==> src/rtl/bcd_down_counter.sv <==
// bcd_down_counter: presettable BCD down counter of DIGITS decades.
// Ports: clk, clr (async active-low), load/din (preset, clamped to 9),
//        en (decrement), wrap (00..0 -> 99..9 or hold), q/qb (count and
//        complement), zero (q == 0), bo (borrow out for cascading).
module bcd_down_counter #(
   parameter int DIGITS = 2
) (
   input  logic                clk,
   input  logic                clr,
   input  logic                load,
   input  logic [4*DIGITS-1:0] din,
   input  logic                en,
   input  logic                wrap,
   output logic [4*DIGITS-1:0] q,
   output logic [4*DIGITS-1:0] qb,
   output logic                zero,
   output logic                bo
);

   localparam int W = 4 * DIGITS;

   logic [W-1:0]    r_q;
   logic [W-1:0]    w_ld;
   logic [W-1:0]    w_dec;
   logic [DIGITS:0] w_brw;
   logic            w_zero;
   logic            w_step;

   // Borrow chain: digit i steps when every lower digit is zero.
   // The chain's final output is therefore the all-zero flag.
   assign w_brw[0] = 1'b1;

   for (genvar g = 0; g < DIGITS; g++) begin : g_dig
      logic [3:0] w_d;
      logic [3:0] w_in;

      assign w_d  = r_q[4*g +: 4];
      assign w_in = din[4*g +: 4];

      assign w_ld[4*g +: 4] = (w_in > 4'd9) ? 4'd9 : w_in;

      always_comb begin
         w_dec[4*g +: 4] = w_d;
         if (w_brw[g]) begin
            if (w_d == 4'd0) w_dec[4*g +: 4] = 4'd9;
            else             w_dec[4*g +: 4] = w_d - 4'd1;
         end
      end

      assign w_brw[g+1] = w_brw[g] & (w_d == 4'd0);
   end

   assign w_zero = w_brw[DIGITS];

   // At all-zero without wrap the count saturates instead of rolling.
   assign w_step = en & ~(w_zero & ~wrap);

   always_ff @(posedge clk or negedge clr) begin
      if (!clr) begin
         r_q <= '0;
      end else if (load) begin
         r_q <= w_ld;
      end else if (w_step) begin
         r_q <= w_dec;
      end
   end

   assign q    = r_q;
   assign qb   = ~r_q;
   assign zero = w_zero;
   assign bo   = en & w_zero & ~load;

endmodule
==> config.mk <==
export PLATFORM = sky130hd
export DESIGN_NAME = bcd_down_counter
export DESIGN_NICKNAME = d
export VERILOG_FILES = /design/src/rtl/bcd_down_counter.sv
export SDC_FILE = /design/constraint.sdc
export NUM_CORES = 1
export LEC_CHECK = 0
export BUFFER_PORTS_ARGS = -buffer_cell sky130_fd_sc_hd__buf_4
export CORE_AREA = 10 10 47 49
export CTS_BUF_LIST = sky130_fd_sc_hd__clkbuf_2 sky130_fd_sc_hd__clkbuf_4 sky130_fd_sc_hd__clkbuf_8
export CTS_CLUSTER_DIAMETER = 150
export DETAILED_ROUTE_END_ITERATION = 8
export DIE_AREA = 0 0 57 59
export GPL_ROUTABILITY_DRIVEN = 0
export PLACE_DENSITY = 0.76
export SLEW_MARGIN = 20
export SYNTH_ARGS = -nofsm -noshare
export SYNTH_HDL_FRONTEND = slang
export SYNTH_SLANG_ARGS = --single-unit
==> constraint.sdc <==
create_clock -name clk -period 1.5 [get_ports clk]
set_clock_uncertainty 0.05 [all_clocks]
set_input_delay 0.075 -clock clk [delete_from_list [all_inputs] [get_ports clk]]
set_output_delay 0.075 -clock clk [all_outputs]
set_load 0.05 [all_outputs]
After elaboration in Yosys (flattened, before gate mapping)
Index checks and enable logic that the tools add are counted.
{"block": "totals", "ramBits": 0, "out_inout_bits": 18, "n_memories": 0, "in_bits": 13, "latchBits": 0, "ff_bits": 8, "romBits": 0}
{"block": "op_classes", "bitwise_logic": 9, "order_cmp": 2, "mul": 0, "mux": 7, "n_addsub": 2, "n_eq_ne": 0, "n_reduce_logical": 5, "div_mod_pow": 0, "shifts": 0}
{"op": "$mux W4", "count": 5}
{"op": "$mux W8", "count": 2}
{"op": "$gt A4 B4 Y1 const B", "count": 2}
{"op": "$logic_not A4 Y1", "count": 2}
{"op": "$not A8 Y8", "count": 1}
{"op": "$sub A4 B1 Y4 const B", "count": 2}
{"op": "$and A1 B1 Y1", "count": 5}
{"op": "$reduce_bool A2 Y1", "count": 2}
{"op": "$not A1 Y1", "count": 3}
{"op": "$reduce_and A2 Y1", "count": 1}

Depth between registers and ports, before layout
Gate-level depths: netlist of run 1.
{"block": "depth", "ltp_word": 7, "mapped_depth": 5, "depth_no_buf": 4}

Least setup slack after synthesis of run 1
Ideal clock, no wire load.
{"block": "synth_path", "path_kind": "register -> output", "from": "register r_q[1] (netlist: q[1])", "to": "output bo", "n_path_buf": 0, "setup_slack_ns": -0.366, "stages_incl_launch_ff": 4, "required_time_ns": 1.375, "arrival_ns": 1.741, "cell_sequence": "dfrtp_1 nor3_4 nand3_1 nor2_1"}
{"block": "synth_between", "elab_chain_cells": 4}
{"item": "start: declaration", "line_no": "22", "source": "logic [W-1:0] r_q;"}
{"item": "start signal: assignment", "line_no": "62", "source": "r_q <= w_ld;"}
{"item": "start signal: assignment", "line_no": "64", "source": "r_q <= w_dec;"}
{"item": "$logic_not A4 Y1", "line_no": "50", "source": "assign w_brw[g+1] = w_brw[g] & (w_d == 4'd0);"}
{"item": "$and A1 B1 Y1", "line_no": "50"}
{"item": "$and A1 B1 Y1 (2 in a row)", "line_no": "71", "source": "assign bo = en & w_zero & ~load;"}
{"item": "end: declaration", "line_no": "17", "source": "output logic bo"}
Every way passes these cells.

Final worst setup path of run 1
{"block": "layout_path", "from": "register r_q[7] (netlist: q[7])", "to": "output bo"}
The elaborated chain is that of the path after synthesis.

==> run_results.csv, run 1 <==
group,metric,value,unit
die,die-width,57,um
global_routing,overflow,0,
power_and_ir_drop,p_leak,0.000438,uW
synth,synthAdderAreaFrac,0,%
synth,synth-main-ff-cell,"dfrtp_1",
cts,clock_latency,0.25,ns
cells_and_area,largest_reg_flops,8,
power_and_ir_drop,ir_drop,0.505,mV
worst_setup_path,ff2ff_setup_slack,0.03,ns
run,max-cap-violations,0,
status,outcome,"finished with violations",
worst_hold_path,hp-class,"input port to register",
sta,setup_tns,-0.127,ns
die,rows,14,
worst_setup_path,timing.rr.start,"q[1]",
cts,clkTransAtPathRegs,0.05,ns
detailed_routing,ant_nets,0,
global_routing,grt_pass1_vias,692,
sta,fin_crit,1.57,ns
die,coreArea,1400,sq um
worst_setup_path,arrival,1.44,ns
detailed_routing,first_iter_violations,5,
placed_design,dpl.hpwl,1.50,mm
synth,synth_top_family_by_area,"compound AO/OA/AOI/OAI gates",
synth,synthTopCellsByArea,"dfrtp_1 36%, inv_1 8.8%, a31oi_1 6.7%",
worst_setup_path,crit_type,"register to output pin",
detailed_routing,totalWireLength,1.95,mm
synth,synth_compound_area_share,27.4,%
detailed_routing,wire_per_inst,15.6,um
worst_setup_path,critical_path_required,1.37,ns
synth,synth_seq_area_share,36.0,%
sta,rsz0062_at_grt,"yes",
synth,synth_async_sr_flop_share,100,%
cts,htreeDepth,1,
placed_design,preCtsSetupSlack,0.0336,ns
cells_and_area,final_nets,123,
synth,synth_xor_area_share,0,%
sta,period_share,105,%
synth,syn_area,557,sq um
worst_hold_path,min-delay-start,"din[7]",
sta,setup_viol,2,
synth,avgSynthCellArea,8.31,sq um
synth,synthSimpleGateAreaFrac,21.3,%
die,start_util,39.7,%
detailed_routing,drc,0,
synth,ys_types,22,
synth,synth_edf_count,0,
sta,worst_slack,-0.0688,ns
sta,slew_viol_final,0,
synth,synth_most_common_cell,"inv_1",
status,violations,"setup timing",
synth,synth_top_area_cell,"dfrtp_1",
power_and_ir_drop,powerDensity,966,nW/um^2
sta,tightest_slew,0.294,ns
worst_setup_path,worst_setup_path_start_kind,"register",
worst_setup_path,startpoint,"q[7]",
placed_design,port_buffers,30,
sta,finalHoldViolCount,0,
sta,fmax,0.637,GHz
synth,ys_ff_latch,8,
cells_and_area,utilization,68.8,%
cells_and_area,drive_gt1_share,56.9,%
synth,synth_top_area_share,36.0,%
synth,synth_mux_area_share,3.82,%
global_routing,grtUsageTotal,11.7,%
cts,clock_tree.root_cell,"clkbuf_4",
cts,numCtsBuffers,3,
worst_setup_path,crit_fanout,3,
synth,synthesis.nets,80,
cts,cts_sinks,8,
detailed_routing,drt-vias-per-instance,5.24,
synth,synthTopCellsByCount,"13 x inv_1, 8 x dfrtp_1, 7 x nor2_1, 7 x o21ai_0, 6 x a31oi_1",
global_routing,grt_max_degree,12,
global_routing,grt_pass1_wl,3.20,mm
global_routing,antenna_found_initial,0,
cells_and_area,antennaDiodeCount,0,
die,die_h,59,um
die,die_area,3360,sq um
detailed_routing,vias,655,
die,pin_count,31,
detailed_routing,first_pass_iters,3,
cells_and_area,syn_to_final_growth,73.0,%
synth,yosys_warnings,0,
cts,cts_tree,"done",
synth,synth_cells,67,
sta,relSlewSlack,80.3,%
cts,max-clock-path-buffers,2,
worst_setup_path,cp-end-kind,"output pin",
[path summary, 6_finish.rpt]
| path | to | cells past startpoint |
|---|---|---|
| max | bo | 4 |
| min reg2reg | q[7] | 3 |
| max in group asynchronous | q[7] | 2 |
| max reg2reg | q[4] | 5 |
| min | q[7] | 3 |
| min in group asynchronous | q[0] | 2 |
[final cells by class]
class,count,area (sq um)
Timing Repair Buffer,40,319
Fill cell,105,438
Inverter,13,60.1
Sequential cell,8,210
Tap cell,16,20.0
Clock buffer,4,30.0
Multi-Input combinational cell,44,324
[per-layer routing]
| metal | wire [um] | up-vias | GRT usage (%) |
|---|---|---|---|
| met2 | 1080 | 13 | 20.6 |
| met4 | 10 | 0 | 4.03 |
| met3 | 78 | 2 | 3.65 |
| met1 | 780 | 317 | 12.9 |
| li1 | - | 323 | - |
| met5 | 0 | - | 0 |
[cell usage in the layout (no fill, tap or decap), types with 3 or more instances in the layout]
cell           synthesis  routed
a21oi_1                5       5
a31oi_1                6       6
buf_4                  0      35
clkbuf_4               0       4
clkinvlp_4             0       3
dfrtp_2                0       8
dlygate4sd3_1          0       3
inv_1                 13      10
nand2_1                5       5
nor2_1                 7       5
o21ai_0                7       6
[metrics by stage]
| stage | instances | power, uW | cell area (sq um) | hold slack [ns] |
|---|---|---|---|---|
| after floorplan | 67 | 564 | 596 | -0.271 |
| after CTS | 123 | 921 | 937 | 0.0251 |
| final | 125 | 931 | 963 | 0.0303 |
| after global routing | 125 | 984 | 963 | 0.0404 |
| after global placement | 112 | 695 | 833 | -0.152 |
| after detailed placement | 112 | 702 | 833 | -0.153 |
[critical path, stage by stage, from the launching register on]
cell     delay (ns)
dfrtp_2        0.42
nor4_4         0.35
nand3_2        0.16
nor2_4         0.11
buf_8          0.15
[logic make-up after synthesis]
group	Yosys count
DFF	8
AOI/OAI and AO/OA	24
buffers and inverters	15
and+or+nand+nor	18
muxes	2
[power by group]
group          switching [uW]  total, uW  internal, uW  leakage (uW)
logic                     300        455           155      0.000332
registers                37.0        280           243     0.0000870
clock network            75.8        196           120     0.0000184
[what timing repair did]
item	CTS	global route
pin swaps	4	3
hold buffers	3	0
hold endpoints to repair	10	0
setup endpoints to repair	2	7
gates cloned	0	0
gates resized for setup	4	2
setup buffers	4	2
Power figures use the tool's default switching activity.
==> run 2, diff against run 1 <==
--- a/config.mk
+++ b/config.mk
@@ -12,6 +12,7 @@
 export DETAILED_ROUTE_END_ITERATION = 8
 export DIE_AREA = 0 0 57 59
 export GPL_ROUTABILITY_DRIVEN = 0
+export MAX_ROUTING_LAYER = met4
 export PLACE_DENSITY = 0.76
 export SLEW_MARGIN = 20
 export SYNTH_ARGS = -nofsm -noshare
==> run_results.csv, run 2 (synthesis gave the netlist of run 1 again) <==
group,metric,value,unit
global_routing,gr-usage-met1,13.4,%
sta,rsz0062_at_grt,"yes",
power_and_ir_drop,seq_power_share,30.1,%
worst_setup_path,cp_slowest_cell,"dfrtp_2",
cts,max-clock-path-buffers,2,
detailed_routing,ant_nets,0,
cts,numCtsBuffers,3,
worst_setup_path,crit_fanout,3,
run,max-cap-violations,0,
detailed_routing,wire_per_inst,15.6,um
detailed_routing,first_iter_violations,5,
power_and_ir_drop,swShare,44.4,%
sta,period_share,105,%
detailed_routing,vias,655,
cells_and_area,fin_cells,125,
sta,relSlewSlack,80.3,%
cells_and_area,drive_gt1_share,56.9,%
cells_and_area,mostFrequentLayoutCells,"35 x buf_4, 10 x inv_1, 8 x dfrtp_2",
power_and_ir_drop,powerDensity,966,nW/um^2
cts,htreeDepth,1,
placed_design,placed_area,833,sq um
worst_setup_path,timing.rr.start,"q[1]",
worst_setup_path,crit_type,"register to output pin",
worst_hold_path,hp-class,"input port to register",
global_routing,grt.busiest_layer,"met2",
worst_setup_path,cp-end-kind,"output pin",
detailed_routing,drc,0,
placed_design,port_buffers,30,
worst_hold_path,min-delay-start,"din[7]",
cells_and_area,antennaDiodeCount,0,
worst_setup_path,crit_buf_inv,1,
die,pin_count,31,
power_and_ir_drop,switching_power,413,uW
global_routing,met2_usage,20.6,%
detailed_routing,totalWireLength,1.96,mm
status,violations,"setup timing",
worst_setup_path,startpoint,"q[7]",
status,outcome,"finished with violations",
placed_design,place_inst,112,
power_and_ir_drop,clkPwrFrac,21.0,%
global_routing,grt_max_degree,12,
cts,cts_sinks,8,
die,die-width,57,um
cts,clkTransAtPathRegs,0.05,ns
worst_setup_path,crit_cells,4,
die,rows,14,
sta,finalHoldViolCount,0,
global_routing,antenna_found_initial,0,
cts,clock_tree.root_cell,"clkbuf_4",
cells_and_area,final_area,963,sq um
die,coreArea,1400,sq um
cells_and_area,syn_to_final_growth,73.0,%
worst_setup_path,critPathMaxStageDelay,0.42,ns
die,start_util,39.7,%
worst_setup_path,critical_path_required,1.37,ns
global_routing,use_met3,2.79,%
sta,worst_slack,-0.0688,ns
placed_design,preCtsSetupSlack,0.0336,ns
placed_design,dpl.hpwl,1.50,mm
worst_setup_path,arrival,1.44,ns
worst_hold_path,whs_path_depth,3,
power_and_ir_drop,combPwrFrac,48.9,%
power_and_ir_drop,p_int,518,uW
global_routing,overflow,0,
worst_setup_path,worst_setup_path_start_kind,"register",
cells_and_area,final_nets,123,
power_and_ir_drop,p_leak,0.000438,uW
power_and_ir_drop,power,931,uW
detailed_routing,drt-vias-per-instance,5.24,
detailed_routing,first_pass_iters,3,
cts,cts_tree,"done",
sta,fin_crit,1.57,ns
sta,tightest_slew,0.294,ns
worst_setup_path,r2r_cells,5,
worst_setup_path,path_cells,"nor4_4 > nand3_2 > nor2_4 > buf_8",
die,die_h,59,um
global_routing,grtUsageTotal,12.0,%
global_routing,grt_pass1_vias,692,
cells_and_area,final_common_cell,"buf_4",
global_routing,grt_pass1_wl,3.21,mm
cts,clock_latency,0.25,ns
sta,fmax,0.637,GHz
sta,slew_viol_final,0,
power_and_ir_drop,ir_drop,0.505,mV
sta,setup_viol,2,
die,die_area,3360,sq um
cells_and_area,largest_reg_flops,8,
worst_setup_path,cp_top_family,"simple AND/OR/NAND/NOR gates",
-- run 2: timing repair --
| item | CTS | global route |
|---|---|---|
| pin swaps | 4 | 3 |
| buffers inserted | 4 | 2 |
| endpoints found under the setup margin | 2 | 7 |
| resized for setup | 4 | 2 |
| endpoints found under the hold margin | 10 | 0 |
| hold buffers | 3 | 0 |
-- run 2: power groups by stage --
| stage | Sequential, uW | Clock, uW | Combinational [uW] |
|---|---|---|---|
| 4_1_cts | 280 | 197 | 445 |
| 3_3_place_gp | 290 | 0 | 405 |
| 6_report | 280 | 196 | 455 |
| 2_1_floorplan | 367 | 0 | 197 |
| 5_1_grt | 283 | 221 | 480 |
| 3_5_place_dp | 292 | 0 | 410 |
-- run 2: stage by stage --
| step | TNS [ns] | hold slack, ns | utilization (%) |
|---|---|---|---|
| finish | -0.127 | 0.0303 | 68.8 |
| global route | -0.464 | 0.0404 | 68.8 |
| CTS | -0.135 | 0.0251 | 66.9 |
| detailed placement | 0 | -0.153 | 59.5 |
| global placement | 0 | -0.152 | 59.5 |
| floorplan | -0.252 | -0.271 | - |
-- run 2: final cells by class --
cell class              count  area, sq um
clock buffers               4         30.0
fillers                   105          438
inverters                  13         60.1
multi-input cells          44          324
flip-flops and latches      8          210
well taps                  16         20.0
repair buffers             40          319
-- run 2: worst min-delay path, stage by stage --
cell	delay, ns
buf_4	0.09
nand2_1	0.05
o311ai_1	0.07
-- run 2: worst paths after layout --
check,slack (ns),endpoint
setup reg to reg,0.03,q[4]
hold / removal,0.03,q[7]
max in group asynchronous,1.13,q[7]
min in group asynchronous,0.12,q[0]
setup / recovery,-0.07,bo
hold reg to reg,0.62,q[7]
-- run 2: metal layers --
layer / part of all wire [%] / up-vias
met5: 0 / -
met4: 0.51 / 0
met3: 2.1 / 2
met2: 55 / 13
met1: 42 / 317
li1: - / 323
